### config.mk
export PLATFORM = sky130hd
export DESIGN_NAME = vga_console_ctrl
export DESIGN_NICKNAME = d
export VERILOG_FILES = /design/src/rtl/vga_console_pkg.sv /design/src/rtl/vga_console_sweep.sv /design/src/rtl/vga_console_ctrl.sv
export SDC_FILE = /design/constraint.sdc
export NUM_CORES = 1
export LEC_CHECK = 0
export BUFFER_PORTS_ARGS = -buffer_cell sky130_fd_sc_hd__buf_4
export CAP_MARGIN = 15
export CORE_ASPECT_RATIO = 1.2
export CORE_MARGIN = 2
export CORE_UTILIZATION = 40
export DETAILED_ROUTE_END_ITERATION = 10
export GPL_TIMING_DRIVEN = 0
export PLACE_DENSITY = 0.69
export SYNTH_ARGS = -nofsm -noshare
export SYNTH_HDL_FRONTEND = slang
export SYNTH_SLANG_ARGS = --single-unit
### constraint.sdc
create_clock -name clock -period 2.6 [get_ports clock]
set_input_delay 0.52 -clock clock [delete_from_list [all_inputs] [get_ports clock]]
set_output_delay 0.52 -clock clock [all_outputs]
set_load 0.01 [all_outputs]
### src/rtl/vga_console_pkg.sv
// Shared types, ASCII codes and cmem bus packing helpers for the VGA text console.
package vga_console_pkg;

  typedef enum logic [1:0] {CLEAR, IDLE, LINECLR} state_t;

  localparam logic [7:0] ASCII_BS    = 8'h08;
  localparam logic [7:0] ASCII_LF    = 8'h0A;
  localparam logic [7:0] ASCII_FF    = 8'h0C;
  localparam logic [7:0] ASCII_CR    = 8'h0D;
  localparam logic [7:0] ASCII_SPACE = 8'h20;
  localparam logic [7:0] ASCII_TILDE = 8'h7E;

  function automatic logic [31:0] cm_pack_addr(input logic [4:0] row, input logic [6:0] col);
    return {19'b0, col, row, 1'b0};
  endfunction

  function automatic logic [31:0] cm_pack_din(input logic [7:0] ascii, input logic [2:0] fg,
                                              input logic [2:0] bg);
    return {18'b0, bg, fg, ascii};
  endfunction

endpackage

### src/rtl/vga_console_sweep.sv
// Row-major cell walker for clear sweeps; row_only confines the walk to one row.
module vga_console_sweep #(
  parameter int ROWS = 30,
  parameter int COLS = 70
) (
  input  logic       clock,
  input  logic       reset,
  input  logic       start,
  input  logic       row_only,
  input  logic [4:0] start_row,
  input  logic       step,
  output logic [4:0] row,
  output logic [6:0] col,
  output logic       done
);

  logic row_only_q;
  logic at_last_col;

  assign at_last_col = (col == 7'(COLS - 1));
  assign done        = step && at_last_col && (row_only_q || row == 5'(ROWS - 1));

  // Reset state doubles as the start of the post-reset full-screen sweep.
  always_ff @(posedge clock or negedge reset) begin
    if (!reset) begin
      row        <= '0;
      col        <= '0;
      row_only_q <= 1'b0;
    end else if (start) begin
      row        <= start_row;
      col        <= '0;
      row_only_q <= row_only;
    end else if (step) begin
      if (at_last_col) begin
        col <= '0;
        if (!row_only_q) row <= (row == 5'(ROWS - 1)) ? '0 : row + 5'd1;
      end else begin
        col <= col + 7'd1;
      end
    end
  end

endmodule

### src/rtl/vga_console_ctrl.sv
// Character stream to cmem write sequencer with cursor, control codes and clear sweeps.
// Optional: define VGA_CONSOLE_FF_CLEAR_EN to make form feed home the cursor and clear the screen.
module vga_console_ctrl
  import vga_console_pkg::*;
#(
  parameter int         ROWS   = 30,
  parameter int         COLS   = 70,
  parameter logic [2:0] DEF_FG = 3'b111,
  parameter logic [2:0] DEF_BG = 3'b000
) (
  input  logic        clock,
  input  logic        reset,
  input  logic        in_valid,
  output logic        in_ready,
  input  logic [7:0]  in_char,
  input  logic [2:0]  in_fg,
  input  logic [2:0]  in_bg,
  output logic        cm_sel,
  output logic        cm_we,
  output logic [31:0] cm_addr,
  output logic [31:0] cm_din,
  output logic [4:0]  cur_row,
  output logic [6:0]  cur_col,
  output logic        busy
);

  state_t     state, next_state;
  logic [4:0] nrow, wr_row, row_adv, sw_row;
  logic [6:0] ncol, wr_col, sw_col;
  logic [7:0] wr_ascii;
  logic [2:0] wr_fg, wr_bg;
  logic       wr, accept, sw_start, sw_row_only, sw_step, sw_done;

  assign accept  = in_valid & in_ready;
  assign sw_step = (state != IDLE);
  assign row_adv = (cur_row == 5'(ROWS - 1)) ? '0 : cur_row + 5'd1;
  assign cm_sel  = cm_we;

  vga_console_sweep #(.ROWS(ROWS), .COLS(COLS)) u_sweep (
    .clock     (clock),
    .reset     (reset),
    .start     (sw_start),
    .row_only  (sw_row_only),
    .start_row (nrow),
    .step      (sw_step),
    .row       (sw_row),
    .col       (sw_col),
    .done      (sw_done)
  );

  always_comb begin
    next_state  = state;
    nrow        = cur_row;
    ncol        = cur_col;
    wr          = 1'b0;
    wr_row      = cur_row;
    wr_col      = cur_col;
    wr_ascii    = ASCII_SPACE;
    wr_fg       = in_fg;
    wr_bg       = in_bg;
    sw_start    = 1'b0;
    sw_row_only = 1'b1;
    case (state)
      CLEAR, LINECLR: begin
        wr     = 1'b1;
        wr_row = sw_row;
        wr_col = sw_col;
        wr_fg  = DEF_FG;
        wr_bg  = DEF_BG;
        if (sw_done) next_state = IDLE;
      end
      default: begin
        if (accept) begin
          if (in_char >= ASCII_SPACE && in_char <= ASCII_TILDE) begin
            wr       = 1'b1;
            wr_ascii = in_char;
            if (cur_col == 7'(COLS - 1)) begin
              ncol       = '0;
              nrow       = row_adv;
              sw_start   = 1'b1;
              next_state = LINECLR;
            end else begin
              ncol = cur_col + 7'd1;
            end
          end else if (in_char == ASCII_LF) begin
            ncol       = '0;
            nrow       = row_adv;
            sw_start   = 1'b1;
            next_state = LINECLR;
          end else if (in_char == ASCII_CR) begin
            ncol = '0;
          end else if (in_char == ASCII_BS && cur_col != '0) begin
            ncol   = cur_col - 7'd1;
            wr     = 1'b1;
            wr_col = cur_col - 7'd1;
          end
`ifdef VGA_CONSOLE_FF_CLEAR_EN
          else if (in_char == ASCII_FF) begin
            nrow        = '0;
            ncol        = '0;
            sw_start    = 1'b1;
            sw_row_only = 1'b0;
            next_state  = CLEAR;
          end
`endif
        end
      end
    endcase
  end

  // in_ready only rises after a full idle cycle, so it lags the last sweep write by one.
  always_ff @(posedge clock or negedge reset) begin
    if (!reset) begin
      state    <= CLEAR;
      cur_row  <= '0;
      cur_col  <= '0;
      in_ready <= 1'b0;
      busy     <= 1'b1;
      cm_we    <= 1'b0;
      cm_addr  <= '0;
      cm_din   <= '0;
    end else begin
      state    <= next_state;
      cur_row  <= nrow;
      cur_col  <= ncol;
      in_ready <= (state == IDLE) && (next_state == IDLE);
      busy     <= (state != IDLE);
      cm_we    <= wr;
      if (wr) begin
        cm_addr <= cm_pack_addr(wr_row, wr_col);
        cm_din  <= cm_pack_din(wr_ascii, wr_fg, wr_bg);
      end
    end
  end

endmodule

==> results.toml, run 1 <==
[clock_network]
worstSkewPairLatency_ns = 0.33
postCtsHoldBufs = 0
cts.sink_count = 56
tritoncts = "yes"
numCtsBuffers = 5
clkSlewWorstSetupHoldPaths_ns = 0.11
clk_root_buffer_cell = "sky130_fd_sc_hd__clkbuf_8"
h-tree-depth = 2
clk_path_buf_depth = 2

[timing]
report.final.slew_viol_count = 0
rsz0062_at_grt = "no"
finClkSkew_ns = 0.01387
max_clock_freq_ghz = 0.4198
finalSetupViolations = 0
maxSlewHeadroom_pct = 44.66
slew_at_the_pin_closest_to_its_max_slew_limit_ns = 0.8301
finalWorstPathRequiredPeriod_ns = 2.382
fin_setup_tns_ns = 0
fin_hold_ws_ns = 0.2308
timing_hold_violations_final = 0
timing.final.crit_share_pct = 91.63

[detailed_routing]
antenna_violating_nets_post_route = 0
viasPerCell = 5.305
initialDrtViolationCount = 150
drt-wirelength-per-cell_um = 14.75
vias = 2939
drt-pass1-iter-count = 4
detail_route.wirelength_um = 8171
post-route-drc-count = 0

[final_layout]
layout-drive-gt1-share_pct = 27.02
mostFrequentLayoutCell = "sky130_fd_sc_hd__buf_4"
instances_no_fill = 554
final_net_count = 484
n_antenna_cell = 0
area_growth_pct = 24.74
layout.cells.most_common_list = "sky130_fd_sc_hd__buf_4, sky130_fd_sc_hd__dfrtp_1, sky130_fd_sc_hd__conb_1"

[floorplan]
dieWidth_um = 87.08
core_area_um2 = 8063
placementRows = 36
dieArea_um2 = 9030
floorplan.initialDensity_pct = 41.09
floorplan.die.height_um = 103.7
io_pins = 97

[placement]
placedCellCount = 545
gpl.final_weighted_congestion = 0.8954
port_buffers = 58
dp.final_hpwl_um = 5997

[synth]
postSynth.asyncResetShare_pct = 100.0
synth-edff-count = 0
yosys_register_bits = 56
yosysUniqueCellTypes = 62
yosys_warnings = 0
post_synthesis_cell_type_with_the_largest_combined_area = "sky130_fd_sc_hd__dfrtp_1"
ys.flop_type = "sky130_fd_sc_hd__dfrtp_1"
netlist.area_leader.share_pct = 41.54
synth_area_leaders = "sky130_fd_sc_hd__dfrtp_1, sky130_fd_sc_hd__buf_4, sky130_fd_sc_hd__o21ai_0, sky130_fd_sc_hd__ha_1, sky130_fd_sc_hd__a21oi_1"
syn-cell-area_um2 = 3313
post_synthesis_average_cell_area_um2 = 9.333
yosysSeqAreaShare_pct = 42.33
synthesis.instances = 355

[worst_setup_path]
critPathCapture = "cur_row[4]"
critical_path_start = "cur_col[3]"
worstSetupEndpointType = "flop"
path_class = "flop to flop"
r2r_slack_ns = 0.22
worst_ep_required_time_ns = 2.83
setup.worst_path.start_class = "flop"
crit_path_top_delay_cell = "sky130_fd_sc_hd__o31a_1"
crit_path_max_fanout = 10
cpPeakStageDelay_ns = 0.47
crit-reg2reg-capture = "cur_row[4]"
reg2reg_from = "cur_col[3]"
crit_path_cell_trace = "clkbuf_1 > nor3_2 > nand4_1 > o31a_1 > clkbuf_1 > o31ai_1"
worstRegToRegCells = 6
crit_path_frequent_cell = "sky130_fd_sc_hd__clkbuf_1"
cp_data_arrival_time_ns = 2.61

[global_route]
largest_net_degree_at_the_start_of_global_routing = 57
gr-usage-all-layers_pct = 18.76
antenna_found_initial = 0
grt_remaining_overflow = 0
via_count_of_the_first_global_routing_pass = 2766
grt_first_pass_wirelength_um = 13580

[pwr]
ir_drop_uv = 185.1
clockPowerShare_pct = 31.2
internal_power_mw = 1.216
combinationalPowerShare_pct = 13.4
sequential_cell_fraction_of_total_power_pct = 55.5
cellLeakagePower_nw = 1.978
switching_share_pct = 25.79
p_per_area_nw_per_um2 = 396.6
total_switching_power_mw = 0.4228

[run]
drv_cap = 0

[run_status]
status = "finished clean"

[hold_path]
min-delay-path-class = "input port to async pin"
==> state kept, by name, indices dropped and copies added (netlist names) <==
name                flops
u_sweep.row_only_q      1
in_ready                1
cm_sel                  1
cm_addr                12
cur_row                 5
cur_col                 7
u_sweep.col             7
cm_din                 14
state                   2
busy                    1
u_sweep.row             5
==> worst max-delay path: cells and delay by family (launching register included) <==
kind	cells	cell delay, ns
AO/OA/AOI/OAI	2	0.74
AND/OR/NAND/NOR	2	0.68
buffers and inverters	2	0.48
flip-flops	1	0.39
==> synthesized netlist by cell type, types with 2 or more instances <==
library cell and number:
sky130_fd_sc_hd__nor4b_1 2, sky130_fd_sc_hd__a21oi_1 19, sky130_fd_sc_hd__a31oi_1 4, sky130_fd_sc_hd__dfrtp_1 55, sky130_fd_sc_hd__o31a_1 2, sky130_fd_sc_hd__a211oi_1 2, sky130_fd_sc_hd__o21ai_1 2, sky130_fd_sc_hd__ha_1 9
sky130_fd_sc_hd__o21a_1 4, sky130_fd_sc_hd__nor2b_1 4, sky130_fd_sc_hd__nand3b_1 3, sky130_fd_sc_hd__nor2_1 23, sky130_fd_sc_hd__and3_1 4, sky130_fd_sc_hd__or3_1 4, sky130_fd_sc_hd__mux2i_1 6, sky130_fd_sc_hd__and4_1 3
sky130_fd_sc_hd__o211ai_1 2, sky130_fd_sc_hd__a221o_1 3, sky130_fd_sc_hd__a221oi_1 2, sky130_fd_sc_hd__nor3_1 8, sky130_fd_sc_hd__o22a_1 4, sky130_fd_sc_hd__nand4_1 5, sky130_fd_sc_hd__buf_4 39, sky130_fd_sc_hd__o221a_2 3
sky130_fd_sc_hd__and2_1 4, sky130_fd_sc_hd__a32oi_1 2, sky130_fd_sc_hd__nand2_1 25, sky130_fd_sc_hd__o22ai_1 4, sky130_fd_sc_hd__a211o_1 3, sky130_fd_sc_hd__o21ai_0 23, sky130_fd_sc_hd__buf_6 2, sky130_fd_sc_hd__a22o_1 8
sky130_fd_sc_hd__inv_1 15, sky130_fd_sc_hd__o221ai_1 3, sky130_fd_sc_hd__or4_1 2, sky130_fd_sc_hd__nand3_1 12, sky130_fd_sc_hd__clkbuf_1 12, sky130_fd_sc_hd__o31ai_1 2, sky130_fd_sc_hd__nor3b_1 3
==> timing repair <==
action	CTS	global route
pin swaps	0	1
setup endpoints to repair	13	37
gates cloned	0	0
resized for setup	2	5
buffers inserted	0	1
==> metrics by stage <==
step	worst slack, ns	util [%]	power [mW]	cell area [µm²]
after global routing	0.01740	51.26	1.714	4133
after detailed placement	-0.1298	49.69	1.143	4006
after global placement	-0.1063	49.69	1.141	4006
after CTS	0.02609	50.95	1.652	4108
after floorplan	0.3482	-	1.048	3452
final	0.2177	51.26	1.639	4133
==> power by group through the flow <==
stage,Clock [mW],Combinational [mW],Sequential (mW)
2_1_floorplan,0,0.112,0.935
3_5_place_dp,0,0.217,0.926
4_1_cts,0.525,0.218,0.910
3_3_place_gp,0,0.215,0.926
5_1_grt,0.562,0.240,0.912
6_report,0.511,0.219,0.909
==> cell families (layout without fill, tap and decap cells) <==
group           after synthesis  in the layout  synth area share (%)
xor+xnor                      2              2                0.5288
compound gates              102            102                 21.64
buf+inv                      70            137                 12.80
other cells                   1             38                0.1132
fa+ha+maj                     9              9                 3.399
flops                        56             56                 42.33
mux                           6              6                 1.813
simple gates                109            109                 17.37
==> worst min path at each step <==
stage / to / slack (ns)
final: cm_din[12] / 0.23
after floorplan: cm_addr[10] / 0.22
after CTS: cur_col[6] / 0.26
after global routing: cm_din[12] / 0.28
after detailed placement: u_sweep.row_only_q / 0.47
after global placement: u_sweep.row_only_q / 0.46
==> area by class of cell <==
class                   instances  area (µm²)
plain buffers                  54       365.4
clock buffers                   6       82.58
clock inverters                 2       10.01
fillers                       780        3930
inverters                      16       60.06
multi-input cells             266        1650
flip-flops and latches         56        1403
well taps                      95       118.9
repair buffers                 59       442.9
==> layer usage <==
| layer | wire length, µm | share of wire (%) | GRT usage [%] |
|---|---|---|---|
| met4 | 183 | 2.2 | 7.924 |
| met5 | 0 | 0 | 0 |
| met1 | 3360 | 41 | 23.33 |
| met3 | 402 | 4.9 | 2.629 |
| met2 | 4225 | 52 | 31.90 |
Power figures use the tool's default switching activity.
==> run 2: changes to the inputs <==
Settings changed: ABC_CLOCK_PERIOD_IN_PS set to 2500, GPL_ROUTABILITY_DRIVEN set to 0.
Clock period 2.6 ns to 2.5 ns, I/O delays scaled along.
==> run 2 against run 1 <==
  * Power up 3.6%
  * Global-route usage shrank 0.72 points
  * Final cell count grew 0.18%
  * Routed wire length shrank 2.2%
  * Sequential cell count unchanged
  * First-iteration DRC count rose by 9.3%
  * Setup slack worse by 0.032 ns
  * Highest routed layer unchanged
==> results.toml, run 2 (same netlist as run 1, synthesis figures left out) <==
[run_status]
status = "finished clean"

[worst_setup_path]
worst_ep_required_time_ns = 2.71
crit_path_top_delay_cell = "sky130_fd_sc_hd__or3b_2"
worstRegToRegCells = 6
cp.depth = 6
crit-reg2reg-capture = "cm_addr[12]"
worstSetupEndpointType = "flop"
worst_path_dominant_cell_family = "compound AO/OA/AOI/OAI gates"
critical_path_start = "cur_col[1]"
crit_path_cell_trace = "inv_1 > ha_1 > or3b_2 > o41ai_1 > nor2_1 > a221o_1"
worstPathBufferInverterCount = 1
reg2reg_from = "cur_col[1]"
setup.worst_path.start_class = "flop"
cp_data_arrival_time_ns = 2.53
r2r_slack_ns = 0.19
cpPeakStageDelay_ns = 0.50
path_class = "flop to flop"
critPathCapture = "cm_addr[12]"
crit_path_max_fanout = 8

[final_layout]
n_antenna_cell = 0
mostFrequentLayoutCell = "sky130_fd_sc_hd__buf_4"
layout-drive-gt1-share_pct = 27.39
finalInstanceArea_um2 = 4149
area_growth_pct = 25.23
largest_register_ffs = 14
final_core_utilization_pct = 51.46
largest_registers = "cm_din (14), cm_addr (12)"
layout.cells.most_common_list = "sky130_fd_sc_hd__buf_4, sky130_fd_sc_hd__dfrtp_1, sky130_fd_sc_hd__conb_1"
final_net_count = 485
regMostFlops = "cm_din"

[timing]
timing_hold_violations_final = 0
finalWorstSetupSlack_ns = 0.1856
fin_setup_tns_ns = 0
report.final.slew_viol_count = 0
rsz0062_at_grt = "no"
finalSetupViolations = 0
timing.final.crit_share_pct = 92.57
finClkSkew_ns = 0.01693
maxSlewHeadroom_pct = 40.34
finalWorstPathRequiredPeriod_ns = 2.314
max_clock_freq_ghz = 0.4321
slew_at_the_pin_closest_to_its_max_slew_limit_ns = 0.8949

[floorplan]
dieArea_um2 = 9030
core_area_um2 = 8063
io_pins = 97
floorplan.initialDensity_pct = 41.09
floorplan.die.height_um = 103.7
dieWidth_um = 87.08
placementRows = 36

[detailed_routing]
vias = 2931
drt-wirelength-per-cell_um = 14.40
drt-pass1-iter-count = 4
post-route-drc-count = 0
detail_route.wirelength_um = 7990
initialDrtViolationCount = 164
viasPerCell = 5.281
antenna_violating_nets_post_route = 0

[clock_network]
numCtsBuffers = 5
worstSkewPairLatency_ns = 0.32
clk_root_buffer_cell = "sky130_fd_sc_hd__clkbuf_8"
clk_path_buf_depth = 2
tritoncts = "yes"
h-tree-depth = 2
cts.sink_count = 56
clkSlewWorstSetupHoldPaths_ns = 0.11

[run]
drv_cap = 0

[placement]
place_ws_ns = -0.1654
dp.final_hpwl_um = 5915
place_area_um2 = 4006
port_buffers = 58

[global_route]
largest_net_degree_at_the_start_of_global_routing = 57
grt_first_pass_wirelength_um = 13430
via_count_of_the_first_global_routing_pass = 2845
antenna_found_initial = 0
gr-usage-all-layers_pct = 18.04
grt_remaining_overflow = 0

[pwr]
ir_drop_uv = 238.6
cellLeakagePower_nw = 1.989
p_per_area_nw_per_um2 = 409.2
fin_total_pwr_mw = 1.698

[hold_path]
min-delay-path-class = "input port to async pin"
[run 2: cell types whose count changed in the layout (fill, tap and decap cells not counted)]
cell                       change
sky130_fd_sc_hd__nor3_2        -1
sky130_fd_sc_hd__nor2_2        -1
sky130_fd_sc_hd__buf_4         +2
sky130_fd_sc_hd__nor2_1        +1
sky130_fd_sc_hd__nor3_4        +1
sky130_fd_sc_hd__dfrtp_2       +1
sky130_fd_sc_hd__dfrtp_1       -1
sky130_fd_sc_hd__clkbuf_1      -1
[run 2: how the worst min path moves through the flow]
stage / from / endpoint / slack [ns] / depth (start not counted)
floorplan: reset / cm_addr[10] / 0.20 / 0
global placement: u_sweep.row_only_q / u_sweep.row_only_q / 0.46 / 2
detailed placement: u_sweep.row_only_q / u_sweep.row_only_q / 0.47 / 2
CTS: reset / cur_col[6] / 0.26 / 1
global route: reset / cur_col[6] / 0.28 / 1
finish: reset / cm_din[12] / 0.22 / 1
[run 2: area by class of cell]
| cell class | count | area [µm²] |
|---|---|---|
| plain buffers | 53 | 361.6 |
| clock buffers | 6 | 82.58 |
| clock inverters | 2 | 10.01 |
| fillers | 784 | 3914 |
| inverters | 16 | 60.06 |
| multi-input cells | 266 | 1654 |
| flip-flops and latches | 56 | 1404 |
| well taps | 95 | 118.9 |
| repair buffers | 61 | 457.9 |
[run 2: report_power, final]
group          total [mW]  internal (mW)  switching (mW)  leakage [nW]
Clock               0.524          0.222           0.302        0.0510
Sequential          0.946          0.930          0.0163         0.675
Combinational       0.228          0.113           0.115          1.26
[run 2: what timing repair did]
action | 4_1_cts | 5_1_grt
endpoints found under the setup margin | 17 | 30
buffers inserted | 1 | 2
hold buffers | 0 | 0
resized for setup | 3 | 5
pin swaps | 1 | 1
[run 2: worst register-to-register path, delay by kind of cell (launching register included)]
family | cells | cell delay, ns
flip-flops | 1 | 0.47
AND/OR/NAND/NOR | 2 | 0.58
adder cells (fa/ha/maj) | 1 | 0.29
buffers and inverters | 1 | 0.12
AO/OA/AOI/OAI | 2 | 0.74
[run 2: stage by stage]
stage	hold slack [ns]	instances
3_3_place_gp	0.4559	545
5_1_grt	0.2788	555
6_report	0.2247	555
4_1_cts	0.2572	554
2_1_floorplan	0.2044	392
3_5_place_dp	0.4728	545
[run 2: metal layers]
layer	track usage, %	part of all wire [%]	vias up
met5	0	0	-
met4	7.366	2.5	0
met3	2.789	5.0	18
met2	30.70	52	109
met1	22.37	41	1375
li1	-	-	1429
